--- src/rtl/hcsr04_ranger_if.sv ---
// hcsr04_ranger_if: sensor-side signal bundle for the HC-SR04 ranger.
// master = ranger (drives trig and the sample outputs), slave = sensor/consumer side.
interface hcsr04_ranger_if;
    logic        echo;
    logic        trig;
    logic [11:0] sample;
    logic        sample_valid;
    logic        timeout;

    modport master (
        input  echo,
        output trig,
        output sample,
        output sample_valid,
        output timeout
    );

    modport slave (
        output echo,
        input  trig,
        input  sample,
        input  sample_valid,
        input  timeout
    );
endinterface

--- src/rtl/hcsr04_ranger.sv ---
// hcsr04_ranger: HC-SR04 trigger generator and echo-width timer.
// One trigger per measurement period; one 12-bit echo width (us, saturated at
// MAX_US) per period with a 1-cycle strobe, or MAX_US with timeout=1 if no
// echo completes within TIMEOUT_US of the trigger rise.
// Optional: define RANGER_ECHO_DEGLITCH_EN to filter echo pulses shorter than 4 clk.
module hcsr04_ranger #(
    parameter int unsigned TICKS_PER_US = 40,
    parameter int unsigned TRIG_US      = 20,
    parameter int unsigned PERIOD_US    = 60000,
    parameter int unsigned TIMEOUT_US   = 30000,
    parameter int unsigned MAX_US       = 3552
) (
    input  logic              clk,
    input  logic              reset,
    hcsr04_ranger_if.master   bus
);

    localparam int unsigned PRE_W = (TICKS_PER_US > 1) ? $clog2(TICKS_PER_US) : 1;
    localparam int unsigned PER_W = (PERIOD_US > 1) ? $clog2(PERIOD_US) : 1;
    localparam int unsigned TRG_W = $clog2(TRIG_US + 1);

    typedef enum logic [2:0] {
        ST_IDLE,
        ST_TRIG,
        ST_WAIT,
        ST_MEAS,
        ST_DONE
    } state_t;

    logic             echo_m_q, echo_sy_q, echo_d_q;
    logic             echo_s, echo_rise, echo_fall;
    logic [PRE_W-1:0] pre_q, pre_d;
    logic [PER_W-1:0] period_q, period_d;
    logic             tick, wrap, at_timeout;
    state_t           state_q;
    logic [TRG_W-1:0] trig_cnt_q;
    logic [11:0]      width_q, sample_q;
    logic             trig_q, valid_q, timeout_q;

    // Two-flop synchronizer for the asynchronous echo pin
    always_ff @(posedge clk or posedge reset) begin
        if (reset) begin
            echo_m_q  <= 1'b0;
            echo_sy_q <= 1'b0;
        end else begin
            echo_m_q  <= bus.echo;
            echo_sy_q <= echo_m_q;
        end
    end

`ifdef RANGER_ECHO_DEGLITCH_EN
    logic       echo_f_q;
    logic [1:0] flt_cnt_q;

    // Filtered echo follows the synchronized level only after 4 consecutive agreeing samples
    always_ff @(posedge clk or posedge reset) begin
        if (reset) begin
            echo_f_q  <= 1'b0;
            flt_cnt_q <= '0;
        end else if (echo_sy_q == echo_f_q) begin
            flt_cnt_q <= '0;
        end else if (flt_cnt_q == 2'd3) begin
            echo_f_q  <= echo_sy_q;
            flt_cnt_q <= '0;
        end else begin
            flt_cnt_q <= flt_cnt_q + 2'd1;
        end
    end

    assign echo_s = echo_f_q;
`else
    assign echo_s = echo_sy_q;
`endif

    // One-cycle delayed echo for edge detection
    always_ff @(posedge clk or posedge reset) begin
        if (reset) echo_d_q <= 1'b0;
        else       echo_d_q <= echo_s;
    end

    assign echo_rise  = echo_s & ~echo_d_q;
    assign echo_fall  = ~echo_s & echo_d_q;
    assign tick       = (pre_q == PRE_W'(TICKS_PER_US - 1));
    assign wrap       = tick && (period_q == PER_W'(PERIOD_US - 1));
    assign at_timeout = (period_q == PER_W'(TIMEOUT_US));

    // Next values of the microsecond prescaler and the period counter
    always_comb begin
        pre_d    = tick ? '0 : pre_q + PRE_W'(1);
        period_d = period_q;
        if (tick) begin
            period_d = (period_q == PER_W'(PERIOD_US - 1)) ? '0 : period_q + PER_W'(1);
        end
    end

    // Timebase registers; period starts at its last value so the first tick wraps
    always_ff @(posedge clk or posedge reset) begin
        if (reset) begin
            pre_q    <= '0;
            period_q <= PER_W'(PERIOD_US - 1);
        end else begin
            pre_q    <= pre_d;
            period_q <= period_d;
        end
    end

    // Measurement FSM with registered trig/sample/strobe outputs
    always_ff @(posedge clk or posedge reset) begin
        if (reset) begin
            state_q    <= ST_IDLE;
            trig_q     <= 1'b0;
            trig_cnt_q <= '0;
            width_q    <= '0;
            sample_q   <= '0;
            valid_q    <= 1'b0;
            timeout_q  <= 1'b0;
        end else begin
            valid_q <= 1'b0;
            case (state_q)
                ST_IDLE: begin
                    if (wrap) begin
                        state_q    <= ST_TRIG;
                        trig_q     <= 1'b1;
                        trig_cnt_q <= '0;
                    end
                end
                ST_TRIG: begin
                    if (tick) begin
                        if (trig_cnt_q == TRG_W'(TRIG_US - 1)) begin
                            state_q <= ST_WAIT;
                            trig_q  <= 1'b0;
                        end else begin
                            trig_cnt_q <= trig_cnt_q + TRG_W'(1);
                        end
                    end
                end
                ST_WAIT: begin
                    if (at_timeout) begin
                        sample_q  <= 12'(MAX_US);
                        timeout_q <= 1'b1;
                        valid_q   <= 1'b1;
                        state_q   <= ST_IDLE;
                    end else if (echo_rise) begin
                        width_q <= '0;
                        state_q <= ST_MEAS;
                    end
                end
                ST_MEAS: begin
                    if (tick && (width_q != 12'(MAX_US))) begin
                        width_q <= width_q + 12'd1;
                    end
                    // A falling edge takes priority over a coincident timeout
                    if (echo_fall) begin
                        state_q <= ST_DONE;
                    end else if (at_timeout) begin
                        sample_q  <= 12'(MAX_US);
                        timeout_q <= 1'b1;
                        valid_q   <= 1'b1;
                        state_q   <= ST_IDLE;
                    end
                end
                ST_DONE: begin
                    sample_q  <= width_q;
                    timeout_q <= 1'b0;
                    valid_q   <= 1'b1;
                    state_q   <= ST_IDLE;
                end
                default: state_q <= ST_IDLE;
            endcase
        end
    end

    assign bus.trig         = trig_q;
    assign bus.sample       = sample_q;
    assign bus.sample_valid = valid_q;
    assign bus.timeout      = timeout_q;

endmodule
--- src/flat_wrapper.sv ---
// flat-port wrapper written by rule: the top's interface ports become plain ports
module hcsr04_ranger_flat 
#(
    parameter int unsigned TICKS_PER_US = 40,
    parameter int unsigned TRIG_US      = 20,
    parameter int unsigned PERIOD_US    = 60000,
    parameter int unsigned TIMEOUT_US   = 30000,
    parameter int unsigned MAX_US       = 3552
)
  (clk, reset, bus_echo, bus_trig, bus_sample, bus_sample_valid, bus_timeout);
  hcsr04_ranger_if bus_i ();
  input  logic clk;
  input  logic reset;
  input wire logic [$bits(bus_i.echo)-1:0] bus_echo;
  output wire logic [$bits(bus_i.trig)-1:0] bus_trig;
  output wire logic [$bits(bus_i.sample)-1:0] bus_sample;
  output wire logic [$bits(bus_i.sample_valid)-1:0] bus_sample_valid;
  output wire logic [$bits(bus_i.timeout)-1:0] bus_timeout;
  assign bus_i.echo = bus_echo;
  assign bus_trig = bus_i.trig;
  assign bus_sample = bus_i.sample;
  assign bus_sample_valid = bus_i.sample_valid;
  assign bus_timeout = bus_i.timeout;
  hcsr04_ranger #(.TICKS_PER_US(TICKS_PER_US), .TRIG_US(TRIG_US), .PERIOD_US(PERIOD_US), .TIMEOUT_US(TIMEOUT_US), .MAX_US(MAX_US)) u_core (.clk(clk), .reset(reset), .bus(bus_i));
endmodule
--- config.mk ---
export PLATFORM = sky130hd
export DESIGN_NAME = hcsr04_ranger_flat
export DESIGN_NICKNAME = d
export VERILOG_FILES = /design/src/rtl/hcsr04_ranger_if.sv /design/src/rtl/hcsr04_ranger.sv /design/src/flat_wrapper.sv
export SDC_FILE = /design/constraint.sdc
export NUM_CORES = 1
export LEC_CHECK = 0
export ABC_AREA = 0
export CORE_AREA = 8 8 80 82
export CTS_CLUSTER_DIAMETER = 80
export DETAILED_ROUTE_END_ITERATION = 10
export DIE_AREA = 0 0 88 90
export GPL_ROUTABILITY_DRIVEN = 0
export GPL_TIMING_DRIVEN = 0
export HOLD_SLACK_MARGIN = 0.03
export PLACE_DENSITY = 0.79
export RECOVER_POWER = 100
export SKIP_CTS_REPAIR_TIMING = 1
export SLEW_MARGIN = 20
export SYNTH_ARGS = -nofsm -noshare
export SYNTH_HDL_FRONTEND = slang
export SYNTH_SLANG_ARGS = --single-unit
export TNS_END_PERCENT = 5
--- constraint.sdc ---
create_clock -name clk -period 5.6 [get_ports clk]
set_input_delay 1.12 -clock clk [delete_from_list [all_inputs] [get_ports clk]]
set_output_delay 1.12 -clock clk [all_outputs]
set_load 0.05 [all_outputs]
==> results.toml, run 1 <==
[run_status]
outcome = "complete, but fails checks"
violations = "max-capacitance violations, max-slew violations"

[critical_path]
worstPathMaxFanout = 60
worst_path_max_delay_cell = "clkinvlp_2"
rrSetupSlack_ns = 2.91
worst-path-buf-inv = 2
ff2ff_path_depth = 9
cp.required_ns = 5.67
worstReg2RegEnd = "u_core.bus.sample[0]"
crit_start = "reset"
cp_top_family = "buffers and inverters"
path_cells = "dlygate4sd3_1 -> clkinvlp_2"
startpoint_type = "primary input"
endpoint_kind = "async pin"
crit_arrival_ns = 3.14
cpPeakStageDelay_ns = 1.43
crit_type = "primary input to async pin"
r2r_start = "u_core.period_q[0]"

[grt]
grt_max_degree = 61
grt_util_all_layers_pct = 16.9
grt_antenna_before_repair = 0
grt_pass1_vias = 2291
grt_pass1_wl_um = 10600
overflow = 0

[floorplanning]
die-area_mm2 = 0.00792
boundaryPins = 18
start_util_pct = 57.1
rows = 27
die_h_um = 90
core-area_mm2 = 0.00524
die_x_um = 88

[finish]
layout.nets = 338
drive_above_1_share_pct = 10.5
antenna_cells = 0
finalNonFillerCells = 406
area_growth_pct = 14.9
regArea_mm2 = 0.00152
multiInputGateArea_mm2 = 0.00135
fillers = 447

[yosys]
synth.area.top_cells = "dfrtp_1 (41%), dfstp_2 (9.7%), nor2_1 (3.9%), nand3_1 (3.5%), nand2_1 (3.4%)"
syn_nets = 310
async_reset_ff_share_pct = 100
synth_top_cell_by_area = "dfrtp_1"
yosys_warnings = 0
syn_avg_cell_area_um2 = 9.93
yosysSeqAreaShare_pct = 50.7
synth.distinct_cells = 54
yosys_most_used_dff = "dfrtp_1"
ys_ff_latch = 60
synth_top_area_share_pct = 41.0
netlist_area_mm2 = 0.00299
synth_edf_count = 0
synth_cells = 301

[sta]
finalCritPeriodShare_pct = 54.9
setup_viol = 0
fin_tns_setup_ns = 0
rsz0062_at_grt = "false"
drv_slew = 61
tightest_slew_ns = 2.51
hold_viol_final = 0
finalClockSkew_ns = 0.00987
slew_headroom_pct = -68.5
fmax_ghz = 0.325
period_needed_ns = 3.08

[clocking]
clk_latency_ns = 0.34
cts_max_path_buffers = 2
ctsRootBufferMaster = "clkbuf_8"
cts.clk_slew.worst_paths_ns = 0.07
h-tree-depth = 3
cts-buffers-inserted = 9
cts_tree = "built"
cts.sinks = 60

[routing]
vias_per_cell = 5.81
wl_per_cell_um = 15.1
dr_wl_met3_um = 338
vias = 2358
drc = 0
routed.top_layer = "met4"
drt-initial-drc-count = 157
met1Wirelength_um = 2870
ant_nets = 0
drt-total-wl_um = 6140
drtPass1Iterations = 4
route.met2.wl_um = 2840

[placement]
dp.cells = 390
dp_hpwl_um = 4180
numPortBuffers = 17

[worst_hold_path]
hold_class = "flip-flop to flip-flop"
holdPathStages = 0
hp-start = "u_core.echo_m_q"
min_to = "u_core.echo_s"

[power_and_ir_drop]
p_per_area_mw_per_mm2 = 254
p_leak_uw = 0.00151
vdd_ir_drop_max_mv = 0.174

[flow_run]
maxCapViolCount = 1
==> worst max path at each step <==
stage	endpoint	slack, ns	depth (start not counted)
2_1_floorplan	u_core.bus.sample[0]	3.01	1
3_3_place_gp	u_core.trig_cnt_q[2]	1.98	2
3_5_place_dp	bus_trig	3.30	1
4_1_cts	bus_trig	2.93	1
5_1_grt	u_core.bus.trig	2.02	2
6_report	u_core.width_q[1]	2.52	2
==> placed cells by master, fill, tap and decap left out, types with 3 or more instances in the layout <==
cell type      instances
a21oi_1               20
a22o_1                 4
a31oi_1                3
and3_1                 3
clkbuf_1               4
clkbuf_8               9
clkinv_2               3
dfrtp_1               49
dfstp_2                9
dlygate4sd3_1         17
ha_1                   6
inv_1                 10
mux2i_1                5
nand2_1               28
nand2b_1               7
nand3_1               21
nand3b_1               5
nand4_1                8
nor2_1                32
nor2b_1                4
nor3_1                 7
o21ai_0               16
or4_1                  3
xnor2_1               10
xor2_1                 5
==> per-stage QoR <==
step / util [%] / instance area (um^2) / total power (uW) / hold WS (ns) / worst slack (ns)
2_1_floorplan: - / 2990 / 450 / 0.331 / 3.01
3_3_place_gp: 62.1 / 3250 / 454 / 0.337 / 1.98
3_5_place_dp: 62.1 / 3250 / 454 / 0.339 / 3.30
4_1_cts: 66.2 / 3470 / 877 / 0.355 / 2.93
5_1_grt: 65.6 / 3430 / 898 / 0.357 / 2.02
6_report: 65.6 / 3430 / 871 / 0.352 / 2.52
==> registers in the layout (all words and copies together), names as in the netlist <==
| name | count |
|---|---|
| u_core.period_q | 16 |
| u_core.bus.sample | 12 |
| u_core.width_q | 12 |
| u_core.pre_q | 6 |
| u_core.trig_cnt_q | 5 |
| u_core.state_q | 3 |
| u_core.bus.sample_valid | 1 |
| u_core.bus.timeout | 1 |
| u_core.bus.trig | 1 |
| u_core.echo_d_q | 1 |
| u_core.echo_m_q | 1 |
| u_core.echo_s | 1 |
==> kinds of logic (layout without fill, tap and decap cells) <==
logic type	count (synthesis)	after routing	synth area share [%]
AO/OA/AOI/OAI	57	57	11.8
XOR/XNOR	15	15	4.39
adder cells (fa/ha/maj)	6	6	2.51
buffers and inverters	19	52	3.56
flip-flops	60	60	50.7
multiplexers	7	7	2.43
AND/OR/NAND/NOR	137	137	24.6
==> worst reg2reg max path, cell delays in order (launching register included) <==
cell	delay, ns
dfstp_1	0.42
inv_1	0.09
ha_1	0.15
or4b_1	0.42
or4_1	0.48
clkbuf_1	0.24
nand2b_1	0.27
clkbuf_1	0.26
nand3_1	0.15
o21ai_0	0.09
==> layer usage <==
| layer | GRT usage, % | vias up |
|---|---|---|
| met5 | 0 | - |
| met4 | 7.60 | 0 |
| met3 | 4.64 | 10 |
| met2 | 24.9 | 60 |
| met1 | 22.3 | 1150 |
| li1 | - | 1138 |
==> final cells by class <==
class	count	share of cell area, %
clock buffer	9	3.61
buffer	8	1.46
tap	72	2.62
timing repair buffer	17	4.95
clock inverter	7	2.66
inverter	11	1.24
multi-input combinational	222	39.3
sequential	60	44.1
==> Yosys cell counts, types with 2 or more instances <==
library cell  number
dfrtp_1           49
nor2_1            31
nand2_1           27
nand3_1           21
a21oi_1           20
o21ai_0           14
dfstp_2           11
inv_1             11
xnor2_1           10
nand4_1            8
nor3_1             7
ha_1               6
nand2b_1           6
mux2i_1            5
nand3b_1           5
xor2_1             5
a22o_1             4
buf_6              4
nor2b_1            4
a31oi_1            3
and3_1             3
or4_1              3
a21o_1             2
a41oi_1            2
and3b_1            2
and4_1             2
clkbuf_1           2
mux2_2             2
nand4bb_1          2
nor4_1             2
nor4b_1            2
o21ai_1            2
o22ai_1            2
or3_1              2
==> power by group <==
group / leakage [uW] / switching, uW / internal (uW)
Combinational: 0.000617 / 8.35 / 1.35
Sequential: 0.000781 / 0.678 / 435
Clock: 0.000109 / 178 / 249
Total: 0.00151 / 187 / 685
No activity file was read; power rests on OpenSTA's default activity.
==> run 2: changes to the inputs <==
--- a/config.mk
+++ b/config.mk
@@ -6,14 +6,14 @@
 export NUM_CORES = 1
 export LEC_CHECK = 0
 export ABC_AREA = 0
-export CORE_AREA = 8 8 80 82
+export CORE_AREA = 8 8 81 83
 export CTS_CLUSTER_DIAMETER = 80
 export DETAILED_ROUTE_END_ITERATION = 10
-export DIE_AREA = 0 0 88 90
+export DIE_AREA = 0 0 89 91
 export GPL_ROUTABILITY_DRIVEN = 0
 export GPL_TIMING_DRIVEN = 0
 export HOLD_SLACK_MARGIN = 0.03
-export PLACE_DENSITY = 0.79
+export PLACE_DENSITY = 0.77
 export RECOVER_POWER = 100
 export SKIP_CTS_REPAIR_TIMING = 1
 export SLEW_MARGIN = 20
==> constraint.sdc (replaced) <==
create_clock -name clk -period 3 [get_ports clk]
set_input_delay 0.6 -clock clk [delete_from_list [all_inputs] [get_ports clk]]
set_output_delay 0.6 -clock clk [all_outputs]
set_load 0.05 [all_outputs]
==> run 2 against run 1 <==
The run now ends clean. Non-clock buffer count grew 1. Cell count grew 0.25%. First-iteration DRC count grew 10%. Total power grew 73%. Clock power grew 58%. Critical path type is now flip-flop to flip-flop. Critical endpoint is now u_core.bus.sample[0]. Largest power group unchanged. Highest routed layer unchanged.
==> results.toml, run 2 (same netlist as run 1, synthesis figures left out) <==
[run_status]
outcome = "complete, no violations"

[finish]
largest_register_ffs = 16
layout_commonest_cell = "dfrtp_1"
design_area_mm2 = 0.00342
drive_above_1_share_pct = 11.3
largest-register = "u_core.period_q"
final_cell_mix = "dfrtp_1 (49), nor2_1 (32), nand2_1 (27), nand3_1 (21), a21oi_1 (20)"
area_growth_pct = 14.4
layout.nets = 339
final_util_pct = 64.1
antenna_cells = 0

[grt]
grt_util_all_layers_pct = 16.7
overflow = 0
grt_pass1_vias = 2215
grt_max_degree = 46
grt_antenna_before_repair = 0
grt_pass1_wl_um = 10600

[sta]
finalClockSkew_ns = 0.00622
rsz0062_at_grt = "false"
whs_ns = 0.353
fmax_ghz = 0.394
hold_viol_final = 0
finalCritPeriodShare_pct = 84.6
slew_headroom_pct = 27.7
setup_viol = 0
tightest_slew_ns = 1.08
period_needed_ns = 2.54
drv_slew = 0
fin_tns_setup_ns = 0

[power_and_ir_drop]
p_clk_share_pct = 44.7
vdd_ir_drop_max_mv = 0.291
power_frac_seq_pct = 54.0
switchingPower_uw = 328
combPwrFrac_pct = 1.3
p_per_area_mw_per_mm2 = 440
p_leak_uw = 0.00151
switching_share_pct = 21.8
p_int_uw = 1180

[routing]
drtPass1Iterations = 4
drt-total-wl_um = 6110
ant_nets = 0
drc = 0
wl_per_cell_um = 15.0
vias = 2366
vias_per_cell = 5.81
drt-initial-drc-count = 173

[critical_path]
startpoint_type = "flip-flop"
crit_start = "u_core.period_q[0]"
endpoint_kind = "flip-flop"
crit_arrival_ns = 2.74
cp.required_ns = 3.21
worstPathMaxFanout = 10
r2r_start = "u_core.period_q[0]"
crit_type = "flip-flop to flip-flop"

[placement]
placed_area_mm2 = 0.00328
dp_hpwl_um = 4280
numPortBuffers = 17

[floorplanning]
start_util_pct = 56.0
core-area_mm2 = 0.00534
die-area_mm2 = 0.00810
rows = 27
die_x_um = 89
die_h_um = 91
boundaryPins = 18

[clocking]
cts-buffers-inserted = 9
clk_latency_ns = 0.33
h-tree-depth = 3
ctsRootBufferMaster = "clkbuf_8"
cts_max_path_buffers = 2
cts.sinks = 60
cts.clk_slew.worst_paths_ns = 0.07
cts_tree = "built"

[flow_run]
maxCapViolCount = 0

[worst_hold_path]
hp-start = "u_core.echo_m_q"
hold_class = "flip-flop to flip-flop"
run 2: worst max-delay path, stage by stage, from the launching register on:
cell and delay [ns]:
dfstp_1 0.41, inv_1 0.09, ha_1 0.15, or4b_1 0.42
or4_1 0.47, clkbuf_1 0.24, nand2b_1 0.28, buf_6 0.18
nand3_1 0.07, o21ai_0 0.08
run 2: through the flow:
stage,total power [uW],setup WS [ns],cells
CTS,1530,0.715,407
finish,1510,0.463,407
global placement,847,-0.128,390
global route,1560,0.307,407
floorplan,840,0.870,301
detailed placement,853,0.740,391
run 2: metal layers:
layer	part of all wire, %	track usage [%]	wire, um
met4	1.8	8.18	107
met3	3.4	3.60	210
met2	47	24.1	2860
met5	0	0	0
met1	48	23.0	2920
run 2: worst paths after layout:
path | slack, ns | end | cells after the start
min | 0.35 | u_core.echo_s | 0
min reg2reg | 0.35 | u_core.echo_s | 0
max reg2reg | 0.46 | u_core.bus.sample[0] | 9
max | 0.46 | u_core.bus.sample[0] | 9
min in group asynchronous | 0.80 | u_core.period_q[8] | 2
max in group asynchronous | 0.75 | u_core.width_q[0] | 3
run 2: area by class of cell:
cell class	count	area, um^2
Multi-Input combinational cell	222	1350
Inverter	11	42.5
Sequential cell	60	1520
Timing Repair Buffer	18	175
Clock inverter	4	22.5
Tap cell	72	90.1
Clock buffer	12	165
Fill cell	479	1920
Buffer	8	57.6
run 2: power groups by stage:
stage / Sequential, uW / Clock (uW) / Combinational, uW
2_1_floorplan: 827 / 0 / 12.8
3_3_place_gp: 827 / 0 / 19.9
3_5_place_dp: 828 / 0 / 25.4
4_1_cts: 813 / 689 / 25.6
5_1_grt: 812 / 729 / 23.1
6_report: 813 / 673 / 19.2
==> variant 1: new RTL, settings of run 1 <==
`TICKS_PER_US` is set to 40 in 2 places; all go to 60.
--- a/src/rtl/hcsr04_ranger.sv
+++ b/src/rtl/hcsr04_ranger.sv
@@ -6,3 +6,3 @@
 module hcsr04_ranger #(
-    parameter int unsigned TICKS_PER_US = 40,
+    parameter int unsigned TICKS_PER_US = 60,
     parameter int unsigned TRIG_US      = 20,
--- a/src/flat_wrapper.sv
+++ b/src/flat_wrapper.sv
@@ -3,3 +3,3 @@
 #(
-    parameter int unsigned TICKS_PER_US = 40,
+    parameter int unsigned TICKS_PER_US = 60,
     parameter int unsigned TRIG_US      = 20,
Check against the original RTL: same outputs for any inputs over 10 cycles, from zero or initial values and one cycle with reset high; that may be too few to reach the edited logic, so the function may still have changed.
==> variant 1 against run 1 <==
  * Die area did not move
  * Routed wire length rose by 1.4%
  * First-iteration DRC count fell by 3.2%
  * Register-to-register slack got worse by 0.42 ns
  * Non-clock buffer count rose by 4
  * Cell area rose by 1.7%
  * Total power fell by 7.4%
  * Cell count fell by 0.25%
  * Via count barely moved
  * Sequential power barely moved
  * Synthesized area rose by 2.9%
  * Sequential cell count did not move
  * Setup slack got worse by 0.035 ns
==> variant 1: results (changes against run 1) <==
stage	metric	value	unit	change
logic_synthesis	Synth async-reset ratio	100.0	%	unchanged
cells_and_area	# fillers	418		was 447
pwr	peak supply drop	0.0001418	V	was 0.0001735 V
sta	Slew @ Worst Pin	1.348	ns	was 2.514 ns
cells_and_area	Antenna Cells	0		unchanged
grt	M1 GR Usage	22.86	%	was 22.31%
detailed_routing	ANT nets after route	0		unchanged
setup_path	Reg2Reg Setup Slack	2.49	ns	was 2.91 ns
setup_path	Worst Path Max Fanout	7		was 60
cells_and_area	Largest Register	u_core.period_q		unchanged
setup_path	slowest cell delay on critical path	0.80	ns	was 1.43 ns
logic_synthesis	Synth cell types	58		was 54
cells_and_area	max FFs per register	16		unchanged
setup_path	CP top delay family	simple AND/OR/NAND/NOR gates		was buffers and inverters
cells_and_area	commonest non-fill, non-tap cell in the layout	dfrtp_1		unchanged
pwr	P_clk	360	uW	was 426 uW
cells_and_area	Nets	337		was 338
detailed_routing	vias per inst	5.820		was 5.808
clocking	clk buf depth	2		unchanged
detailed_routing	drt initial violations	152		was 157
detailed_routing	DR WL/cell	15.38	um	was 15.13 um
setup_path	Critical-path top delay cell	nor4_1		was clkinvlp_2
logic_synthesis	Syn Nets	308		was 310
place	hpwl dp	4295	um	was 4182 um
detailed_routing	DR pass1 iterations	4		unchanged
grt	initial antenna violation count	0		unchanged
grt	Total GRT Usage	17.17	%	was 16.87%
logic_synthesis	register area share after synthesis	49.25	%	was 50.67%
worst_hold_path	Hold Crit Class	register to register		unchanged
logic_synthesis	top cells by area, synth	dfrtp_1 (40%), dfstp_2 (9.4%), nand2_1 (3.7%), o21ai_0 (3.1%), nor2_1 (2.9%)		was dfrtp_1 (41%), dfstp_2 (9.7%), nor2_1 (3.9%), nand3_1 (3.5%), nand2_1 (3.4%)
logic_synthesis	synth cell count leaders	dfrtp_1 (49), nand2_1 (30), nor2_1 (24), o21ai_0 (19), inv_1 (13)		was dfrtp_1 (49), nor2_1 (31), nand2_1 (27), nand3_1 (21), a21oi_1 (20)
place	PortBufs	17		unchanged
grt	largest net degree at the start of global routing	32		was 61
pwr	Comb group	11.7	uW	was 9.70 uW
pwr	Seq group	435	uW	about the same
sta	skew final	0.007802	ns	was 0.009868 ns
grt	GRT met2 Usage	24.80	%	was 24.86%
clocking	clk slew on worst S/H paths	0.07	ns	about the same
grt	vias in the first global route	2210		was 2291
pwr	LEAKAGE	1.507	nW	about the same
grt	first-pass GRT wire length	10660	um	was 10580 um
logic_synthesis	top_reg_cell synth	dfrtp_1		unchanged
clocking	Worst-Skew Late Latency	0.34	ns	about the same
pwr	P_sw	173.8	uW	was 186.6 uW
grt	GRT met3 Usage	4.550	%	was 4.641%
cells_and_area	share of layout cells above drive strength 1	13.21	%	was 10.48%
clocking	Root Buffer	clkbuf_8		unchanged
logic_synthesis	Yosys Warn Count	0		unchanged
clocking	CTS buffer count	9		unchanged
run_status	run status	finished clean		was complete, but fails checks
setup_path	CP arrival	3.38	ns	was 3.14 ns
clocking	H-Tree Depth	3		unchanged
[variant 1: layout make-up]
class	count	share of cell area, %
Sequential cell	60	43.39
Multi-Input combinational cell	215	40.09
Timing Repair Buffer	18	5.446
Clock buffer	14	4.944
Tap cell	72	2.580
Buffer	11	1.827
Inverter	13	1.433
Clock inverter	2	0.2866
[variant 1: metal layers]
| layer | vias to the layer above | routed length, um |
|---|---|---|
| met5 | - | 0 |
| met4 | 0 | 114 |
| met3 | 11 | 275 |
| met2 | 49 | 2968 |
| met1 | 1157 | 2869 |
| li1 | 1140 | - |
[variant 1: kinds of logic after synthesis]
logic type / share of synthesized area, %
and+or+nand+nor: 22.29
AOI/OAI and AO/OA: 17.77
DFF: 49.25
buffers and inverters: 3.904
xor gates and xnor gates: 3.985
adders and majority gates: 2.440
muxes: 0.3660
[variant 1: path summary, 6_finish.rpt]
kind	cells past startpoint	from	to
setup reg to reg	8	u_core.period_q[1]	u_core.bus.sample[7]
hold reg to reg	0	u_core.echo_m_q	u_core.echo_s
hold / removal	0	u_core.echo_m_q	u_core.echo_s
setup / recovery	8	u_core.period_q[1]	u_core.bus.sample[7]
min in group asynchronous	2	reset	u_core.period_q[7]
max in group asynchronous	3	reset	u_core.bus.sample[8]
[variant 1: through the flow]
step | utilization, % | hold WS, ns | cells | cell area, um^2 | worst slack, ns
after detailed placement | 64.16 | 0.3490 | 389 | 3359 | 3.315
after CTS | 67.65 | 0.3683 | 405 | 3542 | 2.945
after floorplan | - | 0.3312 | 299 | 3077 | 3.014
final | 66.69 | 0.3608 | 405 | 3492 | 2.490
after global routing | 66.69 | 0.3730 | 405 | 3492 | 2.170
after global placement | 63.73 | 0.3321 | 388 | 3337 | 1.918
==> variant 2: new RTL, flow settings as in run 1 <==
Made on the original files. One comparison of `trig_cnt_q` changes from == to >=.
--- a/src/rtl/hcsr04_ranger.sv
+++ b/src/rtl/hcsr04_ranger.sv
@@ -128,3 +128,3 @@
                     if (tick) begin
-                        if (trig_cnt_q == TRG_W'(TRIG_US - 1)) begin
+                        if (trig_cnt_q >= TRG_W'(TRIG_US - 1)) begin
                             state_q <= ST_WAIT;
Behaviour: no difference found for any inputs over 10 cycles, from zero or initial values and one cycle with reset high; that may be too few to reach the edited logic, so the function may still have changed.
==> variant 2 against run 1 <==
  * The flow still finishes with violations (capacitance limit, slew limit)
  * Largest cell class unchanged
  * Cell area rose by 0.47%
  * Sequential cell count is the same
  * Critical path type unchanged
  * Routed wire length grew 1.8%
  * Setup slack better by 0.0048 ns
  * Critical path depth unchanged
  * Cell count fell by 2.5%
  * Sequential share of layout area decreased by 0.21 points
  * Total power grew 2.5%
  * Synthesized area increased by 0.21%
==> variant 2: results (changes against run 1) <==
stage	metric	value	unit	change
logic_synthesis	XOR/XNOR share of the synthesized area	3.800	%	was 4.393%
detailed_routing	DR WL/cell	15.79	um	was 15.13 um
logic_synthesis	register area share after synthesis	50.56	%	was 50.67%
setup_path	Critical path destination	u_core.bus.sample[10]		was u_core.width_q[1]
grt	vias in the first global route	2241		was 2291
place	hpwl dp	4241	um	was 4182 um
sta	skew final	0.005525	ns	was 0.009868 ns
cells_and_area	Layout Utilization	65.90	%	was 65.59%
sta	slew margin rel.	-69.38	%	was -68.52%
grt	first-pass GRT wire length	10810	um	was 10580 um
sta	Final Max Slew Viols	61		unchanged
logic_synthesis	syn_area_per_cell	10.30	um^2	was 9.935 um^2
cells_and_area	Nets	328		was 338
place	Place WS	3.317	ns	was 3.299 ns
logic_synthesis	Synth Area in Compound Gates	12.40	%	was 11.84%
setup_path	Reg2Reg Setup Slack	2.88	ns	was 2.91 ns
place	Placed Cells	380		was 390
setup_path	worst r2r path cells	6		was 9
sta	Period minus WS final	3.070	ns	was 3.075 ns
run	max_cap viols	1		unchanged
run_status	run status	complete, but fails checks		unchanged
cells_and_area	Non-Filler Instances	396		was 406
cells_and_area	# fillers	405		was 447
logic_synthesis	post-synthesis mux area share	2.046	%	was 2.427%
detailed_routing	via count	2371		was 2358
logic_synthesis	synth cell count leaders	dfrtp_1 (49), nand2_1 (24), nor2_1 (17), nand3_1 (16), inv_1 (15)		was dfrtp_1 (49), nor2_1 (31), nand2_1 (27), nand3_1 (21), a21oi_1 (20)
logic_synthesis	Syn Nets	300		was 310
run_status	failing checks	capacitance limit, slew limit		unchanged
logic_synthesis	Adder-Cell Fraction of Synth Area	2.839	%	was 2.510%
pwr	peak supply drop	0.0001561	V	was 0.0001735 V
variant 2: cell types whose count changed in the layout (fill, tap and decap cells not counted), moves of 5 or more:
| cell | before | now |
|---|---|---|
| a21oi_1 | 20 | 9 |
| and3_1 | 3 | 9 |
| nand3_1 | 21 | 16 |
| nand3b_1 | 5 | 0 |
| nor2_1 | 32 | 17 |
| nor3_1 | 7 | 13 |
| nor4_1 | 2 | 7 |
| o21ai_0 | 16 | 10 |
| or2_2 | 0 | 5 |
variant 2: kinds of logic after synthesis:
logic type | after synthesis
and+or+nand+nor | 131
DFF | 60
AOI/OAI and AO/OA | 53
buffers and inverters | 21
xor gates and xnor gates | 13
adders and majority gates | 7
muxes | 6
variant 2: layer usage:
layer / up-vias / GRT usage, % / share of wire (%)
li1: 1126 / - / -
met1: 1162 / 24.38 / 47
met2: 71 / 24.11 / 45
met3: 12 / 4.641 / 6.0
met4: 0 / 7.030 / 1.4
met5: - / 0 / 0
variant 2: power groups by stage:
stage | sequential (mW) | combinational [mW] | clock [mW]
2_1_floorplan | 0.443 | 0.00688 | 0
3_3_place_gp | 0.443 | 0.0105 | 0
6_report | 0.436 | 0.00971 | 0.448
3_5_place_dp | 0.443 | 0.0108 | 0
5_1_grt | 0.435 | 0.0118 | 0.481
4_1_cts | 0.436 | 0.0108 | 0.457
variant 2: worst min path at each step:
stage                          from             to  slack (ns)  depth (start not counted)
global route        u_core.echo_m_q  u_core.echo_s        0.36                          0
finish              u_core.echo_m_q  u_core.echo_s        0.35                          0
CTS                 u_core.echo_m_q  u_core.echo_s        0.35                          0
floorplan           u_core.echo_m_q  u_core.echo_s        0.33                          0
detailed placement  u_core.echo_m_q  u_core.echo_s        0.34                          0
global placement    u_core.echo_m_q  u_core.echo_s        0.34                          0
variant 2: final cells by class:
cell class / count / area share, %
buffer: 6 / 0.6526
clock buffer: 12 / 4.786
clock inverter: 4 / 2.030
inverter: 15 / 1.668
multi-input combinational: 210 / 39.41
sequential: 60 / 43.91
tap: 72 / 2.611
timing repair buffer: 17 / 4.931
